--- src/rtl/div_pkg.sv ---
// Shared types and constants for the sequential signed divider.
package div_pkg;
  localparam int DIV_WIDTH = 32;

  typedef enum logic [1:0] {IDLE, CALC, FIX} state_t;

  // Clock edges from the start-sampling edge to the edge that raises done.
  function automatic int LATENCY(input int width);
    return width + 1;
  endfunction
endpackage

--- src/rtl/div_step.sv ---
// One restoring-division step on unsigned magnitudes, MSB of the dividend first.
// dvd_next is the dividend shifted left with its LSB left clear for the quotient bit.
module div_step #(
  parameter int WIDTH = 32
) (
  input  logic [WIDTH-1:0] rem,
  input  logic [WIDTH-1:0] dvd,
  input  logic [WIDTH-1:0] divisor,
  output logic [WIDTH-1:0] rem_next,
  output logic [WIDTH-1:0] dvd_next,
  output logic             qbit
);
  logic [WIDTH:0] shifted;
  logic [WIDTH:0] trial;

  // With a nonzero divisor rem < divisor <= 2^(WIDTH-1), so WIDTH+1 bits hold the trial sign.
  always_comb begin
    shifted  = {rem, dvd[WIDTH-1]};
    trial    = shifted - {1'b0, divisor};
    qbit     = ~trial[WIDTH];
    rem_next = qbit ? trial[WIDTH-1:0] : shifted[WIDTH-1:0];
    dvd_next = {dvd[WIDTH-2:0], 1'b0};
  end
endmodule

--- src/rtl/seq_signed_divider.sv ---
// Multi-cycle signed divider: magnitudes are divided by restoring steps, signs applied at the end.
// Fixed latency of WIDTH+1 edges from start to done, independent of the operands.
module seq_signed_divider
  import div_pkg::*;
#(
  parameter int WIDTH = DIV_WIDTH
) (
  input  logic             clk,
  input  logic             rst,
  input  logic             start,
  input  logic [WIDTH-1:0] in1,
  input  logic [WIDTH-1:0] in2,
  output logic             busy,
  output logic             done,
  output logic [WIDTH-1:0] quotient,
  output logic [WIDTH-1:0] remainder,
  output logic             div_by_zero
);
  localparam int CW = $clog2(WIDTH);

  state_t           state, state_n;
  logic             load;
  logic [CW-1:0]    cnt;
  logic [WIDTH-1:0] rem, dvd, dsr, dividend;
  logic             neg_q, neg_r, zero_div;
  logic [WIDTH-1:0] mag1, mag2;
  logic [WIDTH-1:0] rem_next, dvd_next;
  logic             qbit;

  // Unsigned negation keeps |-2^(WIDTH-1)| exact as 2^(WIDTH-1).
  assign mag1 = in1[WIDTH-1] ? -in1 : in1;
  assign mag2 = in2[WIDTH-1] ? -in2 : in2;
  assign busy = (state != IDLE);

  div_step #(.WIDTH(WIDTH)) u_step (
    .rem      (rem),
    .dvd      (dvd),
    .divisor  (dsr),
    .rem_next (rem_next),
    .dvd_next (dvd_next),
    .qbit     (qbit)
  );

  always_ff @(posedge clk or posedge rst) begin
    if (rst) state <= IDLE;
    else     state <= state_n;
  end

  always_comb begin
    state_n = state;
    load    = 1'b0;
    case (state)
      IDLE: if (start) begin
        load    = 1'b1;
        state_n = CALC;
      end
      CALC: if (cnt == '0) state_n = FIX;
      FIX:  state_n = IDLE;
      default: state_n = IDLE;
    endcase
  end

  always_ff @(posedge clk or posedge rst) begin
    if (rst) begin
      cnt         <= '0;
      rem         <= '0;
      dvd         <= '0;
      dsr         <= '0;
      dividend    <= '0;
      neg_q       <= 1'b0;
      neg_r       <= 1'b0;
      zero_div    <= 1'b0;
      done        <= 1'b0;
      quotient    <= '0;
      remainder   <= '0;
      div_by_zero <= 1'b0;
    end else begin
      done <= 1'b0;
      case (state)
        IDLE: if (load) begin
          rem      <= '0;
          dvd      <= mag1;
          dsr      <= mag2;
          dividend <= in1;
          neg_q    <= in1[WIDTH-1] ^ in2[WIDTH-1];
          neg_r    <= in1[WIDTH-1];
          zero_div <= (in2 == '0);
          cnt      <= CW'(WIDTH - 1);
        end
        CALC: begin
          // The dividend register fills with quotient bits as it shifts out.
          rem <= rem_next;
          dvd <= dvd_next | WIDTH'(qbit);
          if (cnt != '0) cnt <= cnt - 1'b1;
        end
        FIX: begin
          done        <= 1'b1;
          div_by_zero <= zero_div;
          if (zero_div) begin
            quotient  <= '1;
            remainder <= dividend;
          end else begin
            quotient  <= neg_q ? -dvd : dvd;
            remainder <= neg_r ? -rem : rem;
          end
        end
        default: ;
      endcase
    end
  end
endmodule

--- config.mk ---
export PLATFORM = sky130hd
export DESIGN_NAME = seq_signed_divider
export DESIGN_NICKNAME = d
export VERILOG_FILES = /design/src/rtl/div_pkg.sv /design/src/rtl/div_step.sv /design/src/rtl/seq_signed_divider.sv
export SDC_FILE = /design/constraint.sdc
export NUM_CORES = 1
export LEC_CHECK = 0
export ABC_AREA = 1
export CAP_MARGIN = 20
export CORE_ASPECT_RATIO = 0.9
export CORE_MARGIN = 4
export CORE_UTILIZATION = 30
export CTS_CLUSTER_DIAMETER = 40
export DETAILED_ROUTE_END_ITERATION = 10
export PLACE_DENSITY = 0.45
export SLEW_MARGIN = 15
export SYNTH_ARGS = -nofsm -noshare
export SYNTH_HDL_FRONTEND = slang
export SYNTH_HIERARCHICAL = 1
export SYNTH_SLANG_ARGS = --single-unit
--- constraint.sdc ---
create_clock -name clk -period 12.4 [get_ports clk]
set_clock_uncertainty 0.15 [all_clocks]
set_input_delay 3.72 -clock clk [delete_from_list [all_inputs] [get_ports clk]]
set_output_delay 3.72 -clock clk [all_outputs]
set_load 0.05 [all_outputs]
==> flow_summary_export.csv, run 1 <==
group,metric,value,unit
clock_network,cts.sinks,203,
setup_path,cpPeakStageDelay,0.96,ns
setup_path,critPathTopFamily,"buffers and inverters",
timing,fmax,136.3,MHz
floorplan,initial_core_util,30.42,%
clock_network,ctsLongestPathBuffers,3,
timing,finalHoldViolCount,0,
timing,maxSlewHeadroom,30.46,%
pwr,vdd_drop_max,0.1536,mV
detailed_routing,num_vias,15840,
clock_network,post_cts_resize_count,0,
clock_network,cts.clk_slew.worst_paths,0.05,ns
global_routing,antenna_found_initial,0,
layout,antenna_cells,0,
setup_path,cp_cell_sequence,"clkdlybuf4s50_1, nand2_4, buf_4, inv_2, nor2_4, inv_2, o211ai_1, o21ai_0",
layout,ff_latch_area,0.005080,mm2
setup_path,cp_num_buf_inv,4,
floorplan,die-area,0.05496,mm2
clock_network,holdBufCountCts,0,
global_routing,grt_pass1_vias,14650,
layout,nets,2658,
detailed_routing,drc,0,
setup_path,critPathKind,"in2reg",
timing,timing.setup.tns,0,ns
global_routing,grt_pass1_wl,89980,um
yosys,ys_seq_area_share,33.03,%
setup_path,crit_path_start_kind,"input pin",
yosys,synthCells,2468,
clock_network,cts_tree,"done",
setup_path,critPathCaptureType,"flop",
placed_design,place_inst,3188,
global_routing,globalRouteTotalUtil,21.20,%
yosys,yosysUniqueCellTypes,48,
timing,finalSetupViolCount,0,
layout,areaGrowthSynthToFinish,20.14,%
timing,worstMarginPinSlew,1.041,ns
timing,slew_viol_final,0,
clock_network,htree_levels,2,
floorplan,die_x,246.7,um
placed_design,gp_congestion,0.9367,
setup_path,arrival,7.58,ns
detailed_routing,top_layer_used,"met4",
timing,min_period,7.336,ns
timing,finalCritPeriodShare,59.16,%
global_routing,grt_max_degree,103,
yosys,async_flop_share,100.0,%
run,drv_cap,0,
yosys,syn_avg_cell_area,6.232,um2
hold_path,min_path_type,"reg2reg",
floorplan,dieHeight,222.8,um
detailed_routing,wl_met3,3389,um
pwr,powerDensity,306.2,mW/mm2
layout,final_common_cell,"nand2_1",
detailed_routing,ant_nets,0,
timing,grt_setup_unrepaired,"false",
pwr,power.leakage,9.493,nW
floorplan,num_rows,78,
global_routing,grt-ovfl-total,0,
yosys,yosysWarnings,6,
clock_network,clk_latency,0.54,ns
clock_network,numCtsBuffers,42,
layout,fill_cells,5588,
floorplan,design.core.area,0.05055,mm2
yosys,synth_top_flop_cell,"dfrtp_1",
yosys,synthesis.nets,2573,
placed_design,io_buffers,133,
setup_path,critical_path.most_common_cell,"inv_2",
detailed_routing,drtIter0Drc,1490,
setup_path,cp_slowest_cell,"nor2_4",
layout,multi_input_area,0.008443,mm2
yosys,synth_edf_count,0,
detailed_routing,wire_per_inst,18.20,um
setup_path,critical_path_required,12.65,ns
layout,drive_above_1_share,5.420,%
clock_network,clockRootBuffer,"clkbuf_16",
detailed_routing,wl_met2,24050,um
detailed_routing,viasPerCell,4.855,
detailed_routing,drt_wl_total,59400,um
status,status,"finished, final reports clean",
setup_path,path_max_fanout,102,
placed_design,dp_hpwl,46300,um
detailed_routing,dr.pass1.iters,6,
detailed_routing,met1_length,31070,um
layout,final_cells,3263,
floorplan,io_pins,134,
yosys,ys_seq_elements,203,
yosys,syn_area,0.01538,mm2
layout,final_cell_mix,"925 x nand2_1, 316 x inv_1, 290 x nor2_1",
clock_network,postCtsSetupBuffers,0,
timing,holdWs,0.3288,ns
-- area by class of cell --
type                    instances  share of cell area (%)
multi-input cells            1834                   45.70
flip-flops and latches        203                   27.49
repair buffers                145                   7.733
inverters                     327                   6.684
clock buffers                  53                   6.352
well taps                     680                   4.605
clock inverters                21                   1.436
-- sequential cells by signal, indices dropped and copies added, names as in the netlist --
name / flops
cnt: 5
div_by_zero: 1
dividend: 32
done: 1
dsr: 32
dvd: 32
neg_q: 1
quotient: 32
rem: 32
remainder: 32
state: 2
zero_div: 1
-- power by group --
| part | leakage [nW] | internal, mW | switching (mW) |
|---|---|---|---|
| Clock | 0.683 | 0.771 | 0.381 |
| Sequential | 2.59 | 0.953 | 0.363 |
| Combinational | 6.22 | 1.02 | 2.17 |
| Total | 9.49 | 2.74 | 2.92 |
-- synth_stat cells (2+ instances only) --
cell      number  area [um2]
a21o_1         2       15.01
a21oi_1       40       200.2
a21oi_2        2       17.52
a22o_1         8       70.07
a31oi_1       14       87.58
a32o_1         2       20.02
and2_1         7       43.79
buf_1          2       7.510
buf_2         40       200.2
buf_4         43       322.8
buf_6          5       56.30
clkbuf_1      14       52.55
clkinv_1       2       7.510
dfrtp_1      203        5080
ha_1          37       462.9
inv_1        317        1190
inv_2          8       30.03
nand2_1      927        3480
nand2_2       12       75.07
nand2_4        2       22.52
nand3_1      207        1036
nand3_2        2       20.02
nand3b_1       6       45.04
nand4_1       22       137.6
nor2_1       290        1089
nor2_2         8       50.05
nor2_4         7       78.83
nor3_1        16       80.08
o211ai_1      15       112.6
o21ai_0      108       540.5
o21ai_1       15       75.07
o21bai_1      14       105.1
o22ai_1        6       37.54
o31ai_1        2       15.01
or2_2         13       81.33
xor2_1        38       332.8
-- metal layers --
metal / vias up / track usage [%]
met5: - / 0
met4: 0 / 4.172
met3: 57 / 3.089
met2: 478 / 29.76
met1: 7452 / 34.04
li1: 7854 / -
-- cell families (layout without fill, tap and decap cells) --
family	count (synthesis)	count (layout)	share of synthesized area, %
and+or+nand+nor	1521	1521	40.64
buffers and inverters	431	546	12.14
AOI/OAI and AO/OA	235	235	8.803
DFF	203	203	33.03
xor gates and xnor gates	39	39	2.221
adders and majority gates	38	38	3.140
other	1	1	0.02438
-- worst min-delay path, cell delays in order, from the launching register on --
cell,delay (ns)
dfrtp_1,0.34
nand2_1,0.05
nand2_1,0.06
-- final timing paths --
kind	startpoint	endpoint	slack (ns)	cells after the start
max	start	dvd[3]	5.06	8
min	dsr[14]	dsr[14]	0.33	2
max reg2reg	state[0]	dvd[3]	8.00	8
min reg2reg	dsr[14]	dsr[14]	0.33	2
max in group asynchronous	rst	remainder[20]	6.57	4
min in group asynchronous	rst	cnt[4]	3.50	2
-- per-stage QoR --
stage	utilization (%)	power (mW)	cell area, um2	worst slack [ns]
2_1_floorplan	-	3.553	15380	2.991
3_3_place_gp	33.67	4.459	17020	4.581
3_5_place_dp	33.67	4.483	17020	4.455
4_1_cts	36.52	5.662	18460	5.037
5_1_grt	36.55	6.140	18480	4.689
6_report	36.55	5.657	18480	5.064
Power figures use the tool's default switching activity.
==> inputs of run 2 (changes only) <==
==> constraint.sdc (replaced) <==
create_clock -name clk -period 7.2 [get_ports clk]
set_clock_uncertainty 0.15 [all_clocks]
set_input_delay 2.16 -clock clk [delete_from_list [all_inputs] [get_ports clk]]
set_output_delay 2.16 -clock clk [all_outputs]
set_load 0.05 [all_outputs]
==> run 2 against run 1 <==
Net effect:
- clock power rose by 96%
- combinational power rose by 73%
- first-iteration DRC count fell by 15%
- total power rose by 77%
- via count fell by 0.39%
- sequential power rose by 73%
==> flow_summary_export.csv, run 2 (synthesized netlist as in run 1, its figures left out) <==
group,metric,value,unit
status,status,"finished, final reports clean",
floorplan,dieHeight,222.8,um
placed_design,gp_congestion,0.9303,
timing,worstMarginPinSlew,0.9730,ns
clock_network,clk_latency,0.58,ns
floorplan,io_pins,134,
timing,timing.setup.tns,0,ns
setup_path,cp_cell_sequence,"nor2_1, inv_1, clkdlybuf4s50_1",
detailed_routing,viasPerCell,4.818,
floorplan,die-area,0.05496,mm2
floorplan,num_rows,78,
detailed_routing,drtIter0Drc,1262,
setup_path,reg2regPathDepth,16,
setup_path,path_max_fanout,5,
pwr,powerDensity,536.5,mW/mm2
clock_network,holdBufCountCts,0,
detailed_routing,drc,0,
floorplan,initial_core_util,30.42,%
global_routing,antenna_found_initial,1,
clock_network,post_cts_resize_count,0,
setup_path,cp_slowest_cell,"clkdlybuf4s50_1",
timing,slew_viol_final,0,
detailed_routing,dr.pass1.iters,5,
timing,finalSetupViolCount,0,
clock_network,htree_levels,2,
clock_network,cts.clk_slew.worst_paths,0.05,ns
setup_path,arrival,2.15,ns
pwr,vdd_drop_max,0.2630,mV
global_routing,grt_pass1_wl,90420,um
clock_network,cts.sinks,203,
hold_path,whs_path_depth,2,
detailed_routing,wire_per_inst,18.32,um
layout,final_cells,3275,
layout,antenna_cells,0,
timing,finalHoldViolCount,0,
detailed_routing,ant_nets,0,
placed_design,io_buffers,133,
clock_network,clockRootBuffer,"clkbuf_16",
setup_path,cpPeakStageDelay,0.71,ns
floorplan,die_x,246.7,um
layout,areaGrowthSynthToFinish,21.65,%
detailed_routing,drt_wl_total,59990,um
global_routing,grt-ovfl-total,0,
layout,final_cell_mix,"925 x nand2_1, 316 x inv_1, 290 x nor2_1",
timing,finalCritPeriodShare,61.89,%
layout,nets,2665,
timing,maxSlewHeadroom,35.13,%
placed_design,dpl_cell_area,0.01706,mm2
global_routing,grt_max_degree,102,
setup_path,critPathCaptureType,"output port",
placed_design,place_inst,3192,
timing,grt_setup_unrepaired,"false",
pwr,power.leakage,9.621,nW
global_routing,globalRouteTotalUtil,21.54,%
timing,fmax,224.4,MHz
detailed_routing,num_vias,15780,
clock_network,postCtsSetupBuffers,0,
placed_design,dp_hpwl,47510,um
setup_path,critical_path_required,4.89,ns
setup_path,crit_path_start_kind,"flop",
floorplan,design.core.area,0.05055,mm2
clock_network,ctsLongestPathBuffers,3,
setup_path,critPathKind,"reg2out",
clock_network,cts_tree,"done",
layout,drive_above_1_share,5.780,%
run,drv_cap,0,
layout,final_common_cell,"nand2_1",
timing,min_period,4.456,ns
hold_path,min_path_type,"reg2reg",
global_routing,grt_pass1_vias,14770,
clock_network,numCtsBuffers,46,
layout,fin_area,0.01871,mm2
==> run 2: cell types whose count changed in the layout (fill, tap and decap cells not counted), moves of 2 or more <==
cell / delta
clkbuf_16: +3
clkbuf_1: +2
inv_6: +2
bufinv_16: +3
clkinvlp_4: -4
buf_4: +3
==> run 2: path summary, 6_finish.rpt <==
| check | end | start | slack [ns] |
|---|---|---|---|
| max | busy | state[0] | 2.74 |
| min in group asynchronous | dvd[13] | rst | 1.96 |
| max reg2reg | rem[21] | dvd[31] | 3.93 |
| min | dsr[18] | dsr[18] | 0.33 |
| max in group asynchronous | remainder[29] | rst | 3.83 |
| min reg2reg | dsr[18] | dsr[18] | 0.33 |
==> run 2: critical path, delay by kind of cell (launching register included) <==
kind                   cells  cell delay (ns)
buffers and inverters      2             0.79
and+or+nand+nor            1             0.31
DFF                        1             0.48
==> run 2: per-stage QoR <==
step	hold slack (ns)	total power [mW]	utilization, %	setup WS, ns
3_5_place_dp	0.3173	7.742	33.75	2.817
2_1_floorplan	0.2988	6.120	-	2.260
5_1_grt	0.3492	10.88	37.01	2.660
6_report	0.3269	10.04	37.01	2.744
3_3_place_gp	0.3143	7.730	33.75	2.834
4_1_cts	0.3303	10.05	37.01	2.724
==> run 2: power breakdown <==
part | internal (mW) | switching, mW
Combinational | 1.75 | 3.76
Sequential | 1.64 | 0.637
Clock | 1.53 | 0.717
==> run 2: cell type report <==
type                       count  area (um2)
sequential                   203        5080
inverter                     327        1231
clock buffer                  59        1270
timing repair buffer         148        1456
tap                          680       850.8
clock inverter                24       377.9
multi-input combinational   1834        8443
fill                        5594       31840
==> run 2: routing by layer <==
layer / share of wire (%) / GRT usage [%] / wire, um / up-vias
met5: 0.025 / 0 / 15 / -
met4: 2.2 / 5.471 / 1311 / 2
met1: 52 / 34.17 / 30940 / 7324
li1: - / - / - / 7876
met2: 39 / 28.72 / 23270 / 511
met3: 7.4 / 5.008 / 4448 / 66
